[config.mk]
export PLATFORM = sky130hd
export DESIGN_NAME = bfsk_tx_ctrl
export DESIGN_NICKNAME = d
export VERILOG_FILES = /design/src/rtl/bfsk_tx_ctrl.sv
export SDC_FILE = /design/constraint.sdc
export NUM_CORES = 1
export LEC_CHECK = 0
export ABC_AREA = 1
export ABC_CLOCK_PERIOD_IN_PS = 4300
export CAP_MARGIN = 10
export CORE_AREA = 4 4 102 104
export DETAILED_ROUTE_END_ITERATION = 8
export DIE_AREA = 0 0 106 108
export PLACE_DENSITY_LB_ADDON = 0.05
export SYNTH_ARGS = -nofsm -noshare
export SYNTH_HDL_FRONTEND = slang
export SYNTH_SLANG_ARGS = --single-unit
[constraint.sdc]
create_clock -name clk -period 4.3 [get_ports clk]
set_input_delay 0.43 -clock clk [delete_from_list [all_inputs] [get_ports clk]]
set_output_delay 0.43 -clock clk [all_outputs]
set_load 0.03 [all_outputs]
[src/rtl/bfsk_tx_ctrl.sv]
// bfsk_tx_ctrl: frame sequencer for the BFSK transmit path.
// Takes payload bytes on a valid/ready stream and emits a frame made of an
// alternating preamble, a sync byte and the payload (MSB first). Each bit holds
// the modulator phase increment (mark or space) for exactly SPB sample clocks.
// A fixed idle gap follows every frame, whether it ended normally or by underrun.
module bfsk_tx_ctrl #(
  parameter int unsigned SPB       = 200,
  parameter logic [31:0] PH_MARK   = 32'h0AAAAAAB,
  parameter logic [31:0] PH_SPACE  = 32'h05555555,
  parameter int unsigned PRE_BITS  = 16,
  parameter logic [7:0]  SYNC_WORD = 8'hD3,
  parameter int unsigned GAP_BITS  = 4
) (
  input  logic        clk,
  input  logic        rst_n,
  input  logic [7:0]  s_data,
  input  logic        s_valid,
  input  logic        s_last,
  output logic        s_ready,
  output logic [31:0] ph_inc,
  output logic        tx_en,
  output logic        bit_stb,
  output logic        busy,
  output logic        frame_done,
  output logic        underrun
);

  // Counter widths. bit_cnt must reach both PRE_BITS-1 and 7.
  localparam int unsigned BMAX     = (PRE_BITS > 32'd8) ? PRE_BITS : 32'd8;
  localparam int unsigned SCW      = (SPB > 32'd1) ? $clog2(SPB) : 32'd1;
  localparam int unsigned BCW      = $clog2(BMAX);
  localparam int unsigned GAP_CLKS = GAP_BITS * SPB;
  localparam int unsigned GCW      = (GAP_CLKS > 32'd1) ? $clog2(GAP_CLKS) : 32'd1;

  localparam logic [SCW-1:0] SYM_LAST = SCW'(SPB - 32'd1);
  localparam logic [BCW-1:0] PRE_LAST = BCW'(PRE_BITS - 32'd1);
  localparam logic [BCW-1:0] BIT_LAST = BCW'(7);
  localparam logic [GCW-1:0] GAP_LAST = GCW'(GAP_CLKS - 32'd1);

  typedef enum logic [2:0] {
    ST_IDLE = 3'd0,
    ST_PRE  = 3'd1,
    ST_SYNC = 3'd2,
    ST_DATA = 3'd3,
    ST_GAP  = 3'd4
  } state_t;

  // Map a data bit onto the modulator phase increment.
  function automatic logic [31:0] sel_ph(input logic b);
    sel_ph = b ? PH_MARK : PH_SPACE;
  endfunction

  state_t         state_q, state_d;
  logic [SCW-1:0] sym_cnt_q, sym_cnt_d;
  logic [BCW-1:0] bit_cnt_q, bit_cnt_d;
  logic [GCW-1:0] gap_cnt_q, gap_cnt_d;
  logic [7:0]     sh_q, sh_d;
  logic [7:0]     hold_q, hold_d;
  logic           hold_v_q, hold_v_d;
  logic           hold_last_q, hold_last_d;
  logic           cur_last_q, cur_last_d;
  logic           last_seen_q, last_seen_d;
  logic [31:0]    ph_inc_q, ph_inc_d;
  logic           tx_en_q, tx_en_d;
  logic           bit_stb_q, bit_stb_d;
  logic           busy_q, busy_d;
  logic           frame_done_q, frame_done_d;
  logic           underrun_q, underrun_d;

  logic bit_end_s;
  logic accept_s;

  // Ready depends on registered state only so the source never sees a comb path.
  assign s_ready   = !hold_v_q && !last_seen_q && (state_q != ST_GAP);
  assign accept_s  = s_valid && s_ready;
  assign bit_end_s = (sym_cnt_q == SYM_LAST);

  assign ph_inc     = ph_inc_q;
  assign tx_en      = tx_en_q;
  assign bit_stb    = bit_stb_q;
  assign busy       = busy_q;
  assign frame_done = frame_done_q;
  assign underrun   = underrun_q;

  // Next-state logic: sequencing, bit selection and holding-register handshake.
  always_comb begin
    state_d      = state_q;
    sym_cnt_d    = sym_cnt_q;
    bit_cnt_d    = bit_cnt_q;
    gap_cnt_d    = gap_cnt_q;
    sh_d         = sh_q;
    hold_d       = hold_q;
    hold_v_d     = hold_v_q;
    hold_last_d  = hold_last_q;
    cur_last_d   = cur_last_q;
    last_seen_d  = last_seen_q;
    ph_inc_d     = ph_inc_q;
    bit_stb_d    = 1'b0;
    frame_done_d = 1'b0;
    underrun_d   = 1'b0;

    case (state_q)
      ST_IDLE: begin
        if (accept_s) begin
          // First preamble bit is always a mark.
          state_d   = ST_PRE;
          sym_cnt_d = '0;
          bit_cnt_d = '0;
          ph_inc_d  = PH_MARK;
          bit_stb_d = 1'b1;
        end else begin
          sym_cnt_d = '0;
          ph_inc_d  = 32'h0000_0000;
        end
      end

      ST_PRE: begin
        if (bit_end_s) begin
          sym_cnt_d = '0;
          bit_stb_d = 1'b1;
          if (bit_cnt_q == PRE_LAST) begin
            state_d   = ST_SYNC;
            bit_cnt_d = '0;
            sh_d      = SYNC_WORD;
            ph_inc_d  = sel_ph(SYNC_WORD[7]);
          end else begin
            // Bit k is ~k[0], so bit k+1 equals k[0].
            bit_cnt_d = bit_cnt_q + BCW'(1);
            ph_inc_d  = sel_ph(bit_cnt_q[0]);
          end
        end else begin
          sym_cnt_d = sym_cnt_q + SCW'(1);
        end
      end

      ST_SYNC: begin
        if (bit_end_s) begin
          sym_cnt_d = '0;
          bit_stb_d = 1'b1;
          if (bit_cnt_q == BIT_LAST) begin
            // Holding register was filled by the byte that started the frame.
            state_d    = ST_DATA;
            bit_cnt_d  = '0;
            sh_d       = hold_q;
            hold_v_d   = 1'b0;
            cur_last_d = hold_last_q;
            ph_inc_d   = sel_ph(hold_q[7]);
          end else begin
            bit_cnt_d = bit_cnt_q + BCW'(1);
            sh_d      = {sh_q[6:0], 1'b0};
            ph_inc_d  = sel_ph(sh_q[6]);
          end
        end else begin
          sym_cnt_d = sym_cnt_q + SCW'(1);
        end
      end

      ST_DATA: begin
        if (bit_end_s) begin
          sym_cnt_d = '0;
          if (bit_cnt_q != BIT_LAST) begin
            bit_stb_d = 1'b1;
            bit_cnt_d = bit_cnt_q + BCW'(1);
            sh_d      = {sh_q[6:0], 1'b0};
            ph_inc_d  = sel_ph(sh_q[6]);
          end else if (cur_last_q) begin
            frame_done_d = 1'b1;
            state_d      = ST_GAP;
            bit_cnt_d    = '0;
            gap_cnt_d    = '0;
            ph_inc_d     = 32'h0000_0000;
          end else if (hold_v_q) begin
            bit_stb_d  = 1'b1;
            bit_cnt_d  = '0;
            sh_d       = hold_q;
            hold_v_d   = 1'b0;
            cur_last_d = hold_last_q;
            ph_inc_d   = sel_ph(hold_q[7]);
          end else begin
            // Next byte did not arrive in time: abort the frame.
            underrun_d = 1'b1;
            state_d    = ST_GAP;
            bit_cnt_d  = '0;
            gap_cnt_d  = '0;
            ph_inc_d   = 32'h0000_0000;
          end
        end else begin
          sym_cnt_d = sym_cnt_q + SCW'(1);
        end
      end

      ST_GAP: begin
        sym_cnt_d = '0;
        ph_inc_d  = 32'h0000_0000;
        if (gap_cnt_q == GAP_LAST) begin
          state_d     = ST_IDLE;
          gap_cnt_d   = '0;
          last_seen_d = 1'b0;
        end else begin
          gap_cnt_d = gap_cnt_q + GCW'(1);
        end
      end

      default: begin
        state_d   = ST_IDLE;
        sym_cnt_d = '0;
        bit_cnt_d = '0;
        gap_cnt_d = '0;
        ph_inc_d  = 32'h0000_0000;
      end
    endcase

    // Accept is only possible while hold is empty, so it never races a load.
    if (accept_s) begin
      hold_d      = s_data;
      hold_v_d    = 1'b1;
      hold_last_d = s_last;
      if (s_last) begin
        last_seen_d = 1'b1;
      end else begin
        last_seen_d = last_seen_d;
      end
    end else begin
      hold_d = hold_d;
    end

    tx_en_d = (state_d == ST_PRE) || (state_d == ST_SYNC) || (state_d == ST_DATA);
    busy_d  = (state_d != ST_IDLE);
  end

  // State and output registers; reset abandons any frame in flight silently.
  always_ff @(posedge clk or negedge rst_n) begin
    if (!rst_n) begin
      state_q      <= ST_IDLE;
      sym_cnt_q    <= '0;
      bit_cnt_q    <= '0;
      gap_cnt_q    <= '0;
      sh_q         <= 8'h00;
      hold_q       <= 8'h00;
      hold_v_q     <= 1'b0;
      hold_last_q  <= 1'b0;
      cur_last_q   <= 1'b0;
      last_seen_q  <= 1'b0;
      ph_inc_q     <= 32'h0000_0000;
      tx_en_q      <= 1'b0;
      bit_stb_q    <= 1'b0;
      busy_q       <= 1'b0;
      frame_done_q <= 1'b0;
      underrun_q   <= 1'b0;
    end else begin
      state_q      <= state_d;
      sym_cnt_q    <= sym_cnt_d;
      bit_cnt_q    <= bit_cnt_d;
      gap_cnt_q    <= gap_cnt_d;
      sh_q         <= sh_d;
      hold_q       <= hold_d;
      hold_v_q     <= hold_v_d;
      hold_last_q  <= hold_last_d;
      cur_last_q   <= cur_last_d;
      last_seen_q  <= last_seen_d;
      ph_inc_q     <= ph_inc_d;
      tx_en_q      <= tx_en_d;
      bit_stb_q    <= bit_stb_d;
      busy_q       <= busy_d;
      frame_done_q <= frame_done_d;
      underrun_q   <= underrun_d;
    end
  end

endmodule

==> results of run 1 <==
-- flip-flops by register name, indices dropped and copies added (netlist names), 3 cells and up --
| signal | cells |
|---|---|
| sh_q | 7 |
| sym_cnt_q | 8 |
| state_q | 3 |
| gap_cnt_q | 10 |
| bit_cnt_q | 4 |
| ph_inc | 3 |
| hold_q | 8 |
-- how the worst max path moves through the flow --
stage,endpoint,cells past startpoint
after CTS,s_ready,4
after floorplan,ph_inc[25],9
final,s_ready,4
after global placement,s_ready,4
after global routing,s_ready,4
after detailed placement,s_ready,4
-- routing by layer --
layer,routed length (um),track usage,share of wire,vias up
li1,-,-,-,1204
met1,3100,0.163,0.49,1047
met2,2820,0.192,0.45,57
met3,335,0.0245,0.053,5
met4,59,0.0296,0.0093,0
met5,0,0,0,-
-- kinds of logic after synthesis --
family	count (synthesis)	share of synthesized area
other cells	1	0.00129
simple gates	203	0.313
compound gates	35	0.0655
fa+ha+maj	3	0.0129
xor+xnor	5	0.0151
flops	52	0.448
buf+inv	77	0.143
-- Yosys cell counts, drive strengths merged --
| library cell | n |
|---|---|
| ha | 3 |
| o22ai | 1 |
| o21bai | 2 |
| xnor2 | 3 |
| a211oi | 1 |
| conb | 1 |
| dfrtp | 52 |
| nand3b | 2 |
| inv | 43 |
| nand2 | 113 |
| clkbuf | 1 |
| o21ai | 22 |
| xor2 | 2 |
| buf | 33 |
| nor3 | 7 |
| a21oi | 6 |
| nand3 | 37 |
| a31oi | 1 |
| nor2 | 39 |
| nand4 | 5 |
| o211ai | 2 |
-- final cells by class --
type | instances | area [um^2]
Tap cell | 133 | 166
Inverter | 43 | 161
Sequential cell | 52 | 1300
Timing Repair Buffer | 46 | 453
Multi-Input combinational cell | 250 | 1200
Clock buffer | 6 | 72.6
Fill cell | 1040 | 6180
Clock inverter | 2 | 16.3
-- power by group --
part	total, uW	internal, uW	switching [uW]
Sequential	489	489	0
Clock	284	116	167
Combinational	24.3	8.75	15.6
-- worst max-delay path, delay by kind of cell (launching register included) --
kind / cells / cell delay [ns]
simple gates: 2 / 0.26
buf+inv: 2 / 0.97
flops: 1 / 0.42
-- metrics by stage --
step	hold slack (ns)	util	power, uW	setup WS, ns	area (um^2)
final	0.236	0.353	797	1.91	3370
after global routing	0.302	0.353	834	1.76	3370
after global placement	0.464	0.343	524	2.26	3280
after CTS	0.267	0.353	815	1.88	3370
after detailed placement	0.462	0.343	524	2.25	3280
after floorplan	0.134	-	506	2.81	2910
==> impl_metrics.csv, run 1 <==
group,metric,value,unit
sta,finClkSkew,0.00884,ns
clock_network,cts-root-buf,"clkbuf_8",
min_path,hp-class,"input pin to asynchronous set/reset pin",
floorplan,ios,50,
routing,avgRoutedWirePerCell,11.9,um
sta,tns,0,ns
critical_path,crit_chain,"inv_2 > nor2_4 > nor3_4 > clkdlybuf4s50_1",
sta,fin_crit,2.39,ns
clock_network,post_cts_buffers,0,
critical_path,critPathSlowestCell,"clkdlybuf4s50_1",
layout,final_cell_mix,"110 x nand2_1, 52 x dfrtp_1, 44 x clkdlybuf4s50_1, 38 x inv_1, 36 x nand3_1",
routing,dr_total_vias,2313,
routing,ant_nets,0,
sta,rsz0062_at_grt,"false",
routing,detail_route.iter0.violations,98,
floorplan,die_y,108,um
clock_network,htree_levels,2,
placement,place.detailed.hpwl,4700,um
sta,hold_violations,0,
clock_network,cts_buffers,5,
layout,final_common_cell,"nand2_1",
run,maxCapViolCount,0,
global_route,grt_pass1_wl,11000,um
critical_path,worstSetupEndpointType,"output pin",
global_route,antenna_found_initial,0,
outcome,status,"finished, final reports clean",
routing,route.final.wire_length,6310,um
placement,dp.cells,524,
layout,instances_no_fill,532,
layout,final_nets,413,
routing,dr.pass1.iters,4,
clock_network,clk_latency,0.30,ns
floorplan,fp-row-count,36,
yosys,synth_top_area_share,0.448,
routing,drcViolationCount,0,
critical_path,cp_max_fo,17,
clock_network,postCtsHoldBufs,0,
critical_path,worstReg2RegStart,"bit_cnt_q[0]",
power,p_per_area,237,nW/um^2
yosys,ys_types,32,
critical_path,crit_required,3.87,ns
critical_path,crit_type,"register to output pin",
placement,io_buffers,45,
global_route,grt_pass1_vias,2282,
global_route,grt_max_degree,53,
global_route,grt.total_usage,0.118,
power,vdd_drop_max,125,uV
sta,setup_viol,0,
yosys,yosysSeqAreaShare,0.448,
critical_path,reg2reg_to,"hold_v_q",
yosys,synth.area.top_cells,"dfrtp_1 45%, nand2_1 14%, buf_4 7.5%",
critical_path,start_kind,"register",
clock_network,clockBufferDepth,2,
clock_network,clkTransAtPathRegs,0.10,ns
sta,post-route-period-util,0.556,
critical_path,startpoint,"state_q[2]",
floorplan,design.die.area,11400,um^2
yosys,yosys.area.top_type,"dfrtp_1",
critical_path,arrival,1.96,ns
yosys,synthCells,376,
routing,vias_per_cell,4.35,
yosys,syn_area,2900,um^2
layout,syn_to_final_growth,16.0,%
power,p_leak,0.00160,uW
critical_path,critical-path-max-stage-delay,0.70,ns
layout,num_antenna_cells,0,
critical_path,worst_r2r_path_depth,6,
placement,gp_congestion,0.812,
sta,fmax,418,MHz
yosys,ys_warn_count,0,
floorplan,core_area,9550,um^2
sta,timing.slew.headroom,0.495,
critical_path,rrSetupSlack,2.35,ns
sta,worstMarginPinSlew,0.754,ns
yosys,ys_ff_latch,52,
sta,slew_viol_final,0,
yosys,syn_avg_cell_area,7.72,um^2
floorplan,start_util,0.304,
clock_network,cts_tree,"built",
clock_network,clkSinkCount,52,
global_route,grt.overflow.total,0,
clock_network,cts_resized,0,
floorplan,die_x,106,um
layout,layout-drive-gt1-share,0.0702,
Power figures use the tool's default switching activity.
==> run 2: changes to the inputs <==
ABC_CLOCK_PERIOD_IN_PS = 2300   (was 4300)
clock period = 2.3 ns   (was 4.3 ns; I/O delays follow)
==> run 2 against run 1 <==
- register-to-register slack got worse by 1.9 ns
- critical path type unchanged
- cell count grew 0.75%
- largest power group unchanged
- wire length up 2.5%
==> impl_metrics.csv, run 2 (same netlist as run 1, synthesis figures left out) <==
group,metric,value,unit
outcome,status,"finished, final reports clean",
routing,drcViolationCount,0,
layout,final_core_util,0.360,
layout,final_nets,417,
routing,dr.pass1.iters,5,
global_route,grt_pass1_vias,2347,
layout,final_common_cell,"nand2_1",
clock_network,cts_buffers,5,
sta,setup_viol,0,
global_route,grt.total_usage,0.122,
critical_path,arrival,1.92,ns
sta,worst_hold_slack,0.442,ns
placement,placed_area,3310,um^2
clock_network,cts-root-buf,"clkbuf_8",
routing,vias_per_cell,4.39,
placement,gp_congestion,0.799,
sta,tns,0,ns
floorplan,core_area,9550,um^2
sta,post-route-period-util,0.937,
layout,multi_input_area,1200,um^2
layout,reg_top3,"gap_cnt_q (10), hold_q (8), sym_cnt_q (8)",
routing,route.final.wire_length,6470,um
placement,io_buffers,45,
layout,num_antenna_cells,0,
sta,worstMarginPinSlew,0.581,ns
sta,hold_violations,0,
clock_network,clkSinkCount,52,
placement,post-place-ws,0.410,ns
sta,setup_slack,0.146,ns
critical_path,worstSetupEndpointType,"output pin",
clock_network,clockBufferDepth,2,
routing,dr_total_vias,2352,
clock_network,clkTransAtPathRegs,0.10,ns
power,p_per_area,466,nW/um^2
critical_path,crit_required,2.07,ns
clock_network,cts_tree,"built",
power,p_leak,0.00164,uW
layout,fin_area,3440,um^2
sta,slew_viol_final,0,
layout,regArea,1300,um^2
critical_path,cp_max_fo,17,
floorplan,design.die.area,11400,um^2
floorplan,die_x,106,um
global_route,grt.overflow.total,0,
routing,ant_nets,0,
run,maxCapViolCount,0,
layout,n_fill_cell,1062,
sta,timing.slew.headroom,0.613,
sta,fmax,464,MHz
layout,largest_reg_flops,10,
critical_path,start_kind,"register",
clock_network,htree_levels,2,
sta,finClkSkew,0.00761,ns
routing,avgRoutedWirePerCell,12.1,um
global_route,grt_pass1_wl,11400,um
floorplan,ios,50,
routing,detail_route.iter0.violations,130,
clock_network,clk_latency,0.31,ns
sta,fin_crit,2.15,ns
sta,rsz0062_at_grt,"false",
global_route,antenna_found_initial,0,
power,vdd_drop_max,271,uV
global_route,grt_max_degree,30,
min_path,hp-class,"input pin to register",
layout,syn_to_final_growth,18.4,%
floorplan,start_util,0.304,
critical_path,crit_type,"register to output pin",
layout,top_register,"gap_cnt_q",
layout,final_cell_mix,"110 x nand2_1, 52 x dfrtp_1, 44 x clkdlybuf4s50_1, 38 x inv_1, 36 x nand3_1",
floorplan,fp-row-count,36,
layout,layout-drive-gt1-share,0.0794,
floorplan,die_y,108,um
placement,place.detailed.hpwl,4910,um
## run 2: changes by cell type in the layout (fill, tap and decap cells not counted), sizes merged
cell,change
clkbuf,-1
clkinv,+1
bufinv,+1
buf,+3
inv,-1
dlygate4sd3,+1
## run 2: critical path, stage by stage, from the launching register on
cell and delay [ns]:
dfrtp_1 0.42, clkinv_2 0.27, nor2_4 0.28, nor3_4 0.06, clkdlybuf4s50_1 0.60
## run 2: routing by layer
layer  track usage  part of all wire  vias up
met2         0.207              0.45       57
met3        0.0221             0.055        5
met4        0.0333             0.011        0
met5             0                 0        -
met1         0.162              0.48     1081
li1              -                 -     1209
## run 2: power by group
part           switching (uW)  internal, uW
Clock                     315           323
Combinational            30.1          19.7
Sequential                  0           913
Total                     345          1260
## run 2: metrics by stage
step / total power (uW) / instances
2_1_floorplan: 946 / 379
3_3_place_gp: 983 / 527
3_5_place_dp: 983 / 527
4_1_cts: 1630 / 536
5_1_grt: 1680 / 536
6_report: 1600 / 536
## run 2: what timing repair did
item                                    4_1_cts  5_1_grt
hold buffers                                  1        0
gates resized for setup                       0        1
setup buffers                                 0        0
endpoints found under the setup margin        0        1
hold endpoints to repair                     23        0
## run 2: cell type report
cell class              count  area share
clock inverters             3      0.0124
well taps                 133      0.0484
multi-input cells         250       0.348
repair buffers             50       0.145
clock buffers               5      0.0200
flip-flops and latches     52       0.379
inverters                  43      0.0473
## run 2: path summary, 6_finish.rpt
check,from,to,slack [ns],cells past startpoint
worst min-delay path,s_data[5],hold_q[5],0.44,3
worst max-delay path,state_q[2],s_ready,0.15,4
worst max register to register,state_q[2],sh_q[5],0.42,9
min in group asynchronous,rst_n,sym_cnt_q[3],0.46,2
max in group asynchronous,rst_n,last_seen_q,1.29,3
worst min register to register,sym_cnt_q[0],sym_cnt_q[0],0.47,1
==> run 3: changes to the inputs <==
MAX_ROUTING_LAYER = met4   (was unset)
==> run 3 against run 2 <==
- core utilization is the same
- sequential power barely moved
- design area stayed put
- largest cell class unchanged
==> impl_metrics.csv, run 3 (same netlist as run 1, synthesis figures left out) <==
group,metric,value,unit
outcome,status,"finished, final reports clean",
placement,place.detailed.hpwl,4910,um
layout,final_core_util,0.360,
critical_path,crit_required,2.07,ns
layout,largest_reg_flops,10,
critical_path,startpoint,"state_q[2]",
sta,setup_viol,0,
critical_path,arrival,1.94,ns
critical_path,crit_end,"s_ready",
routing,route.final.wire_length,6490,um
clock_network,cts_buffers,5,
floorplan,die_x,106,um
power,power.total,1600,uW
sta,worstMarginPinSlew,0.580,ns
floorplan,start_util,0.304,
sta,tns,0,ns
global_route,use_met3,0.0209,
min_path,hold_path.startpoint,"s_data[5]",
sta,slew_viol_final,0,
routing,detail_route.iter0.violations,160,
global_route,busiest_layer,"met2",
global_route,grt.total_usage,0.126,
layout,num_antenna_cells,0,
critical_path,worstReg2RegStart,"sym_cnt_q[0]",
critical_path,crit_type,"register to output pin",
sta,finClkSkew,0.00671,ns
floorplan,die_y,108,um
layout,final_nets,417,
clock_network,cts-root-buf,"clkbuf_8",
floorplan,ios,50,
floorplan,fp-row-count,36,
sta,fin_crit,2.17,ns
floorplan,design.die.area,11400,um^2
layout,fin_area,3440,um^2
global_route,grt.met2_usage,0.207,
routing,ant_nets,0,
critical_path,rrSetupSlack,0.41,ns
placement,post-place-ws,0.410,ns
layout,layout-drive-gt1-share,0.0794,
critical_path,cp_max_fo,17,
placement,placed_area,3310,um^2
layout,top_register,"gap_cnt_q",
placement,io_buffers,45,
sta,setup_slack,0.134,ns
power,p_per_area,467,nW/um^2
sta,post-route-period-util,0.942,
routing,drcViolationCount,0,
global_route,use_met1,0.163,
power,p_leak,0.00164,uW
layout,final_cell_mix,"110 x nand2_1, 52 x dfrtp_1, 44 x clkdlybuf4s50_1, 38 x inv_1, 36 x nand3_1",
routing,dr.pass1.iters,4,
global_route,grt_pass1_vias,2347,
routing,dr_total_vias,2364,
clock_network,clockBufferDepth,2,
clock_network,cts_tree,"built",
layout,syn_to_final_growth,18.4,%
placement,gp_congestion,0.811,
layout,reg_top3,"gap_cnt_q (10), hold_q (8), sym_cnt_q (8)",
global_route,antenna_found_initial,0,
critical_path,worst_r2r_path_depth,10,
critical_path,reg2reg_to,"sh_q[5]",
min_path,hp-class,"input pin to register",
layout,final_common_cell,"nand2_1",
sta,timing.slew.headroom,0.613,
critical_path,worstSetupEndpointType,"output pin",
clock_network,clk_latency,0.31,ns
power,vdd_drop_max,273,uV
sta,fmax,462,MHz
global_route,grt.overflow.total,0,
global_route,grt_max_degree,30,
floorplan,core_area,9550,um^2
critical_path,start_kind,"register",
sta,rsz0062_at_grt,"false",
routing,vias_per_cell,4.41,
global_route,grt_pass1_wl,11400,um
routing,avgRoutedWirePerCell,12.1,um
clock_network,clkSinkCount,52,
sta,hold_violations,0,
run,maxCapViolCount,0,
clock_network,clkTransAtPathRegs,0.10,ns
clock_network,htree_levels,2,
-- run 3: through the flow --
stage               instances  hold slack (ns)
floorplan                 379          -0.0656
global placement          527            0.277
detailed placement        527            0.278
CTS                       536            0.432
global route              536            0.431
finish                    536            0.441
-- run 3: how the worst min path moves through the flow --
stage	endpoint	slack, ns	cells past startpoint
2_1_floorplan	bit_cnt_q[0]	-0.07	0
6_report	hold_q[5]	0.44	3
3_5_place_dp	sym_cnt_q[3]	0.28	1
4_1_cts	hold_q[5]	0.43	3
5_1_grt	hold_q[5]	0.43	3
3_3_place_gp	sym_cnt_q[3]	0.28	1
-- run 3: timing repair --
item / in CTS / in global routing
setup buffers: 0 / 0
hold buffers: 1 / 0
endpoints found under the hold margin: 23 / 0
gates resized for setup: 0 / 1
setup endpoints to repair: 0 / 1
-- run 3: area by class of cell --
class,instances,area [um^2]
clock buffers,5,68.8
clock inverters,3,42.5
fillers,1062,6110
inverters,43,163
multi-input cells,250,1200
flip-flops and latches,52,1300
well taps,133,166
repair buffers,50,498
-- run 3: power by group --
| group | switching (uW) | total [uW] | internal (uW) |
|---|---|---|---|
| sequential | 0 | 913 | 913 |
| combinational | 30.1 | 49.8 | 19.7 |
| clock | 318 | 641 | 323 |
| total | 348 | 1600 | 1260 |
-- run 3: routing by layer --
metal,share of wire,wire [um]
met3,0.052,338
met2,0.45,2890
met5,0,0
met1,0.49,3180
met4,0.012,77
-- run 3: critical path, cell delays in order (launching register included) --
cell             delay [ns]
dfrtp_1                0.42
clkinv_2               0.27
nor2_4                 0.28
nor3_4                 0.06
clkdlybuf4s50_1        0.60
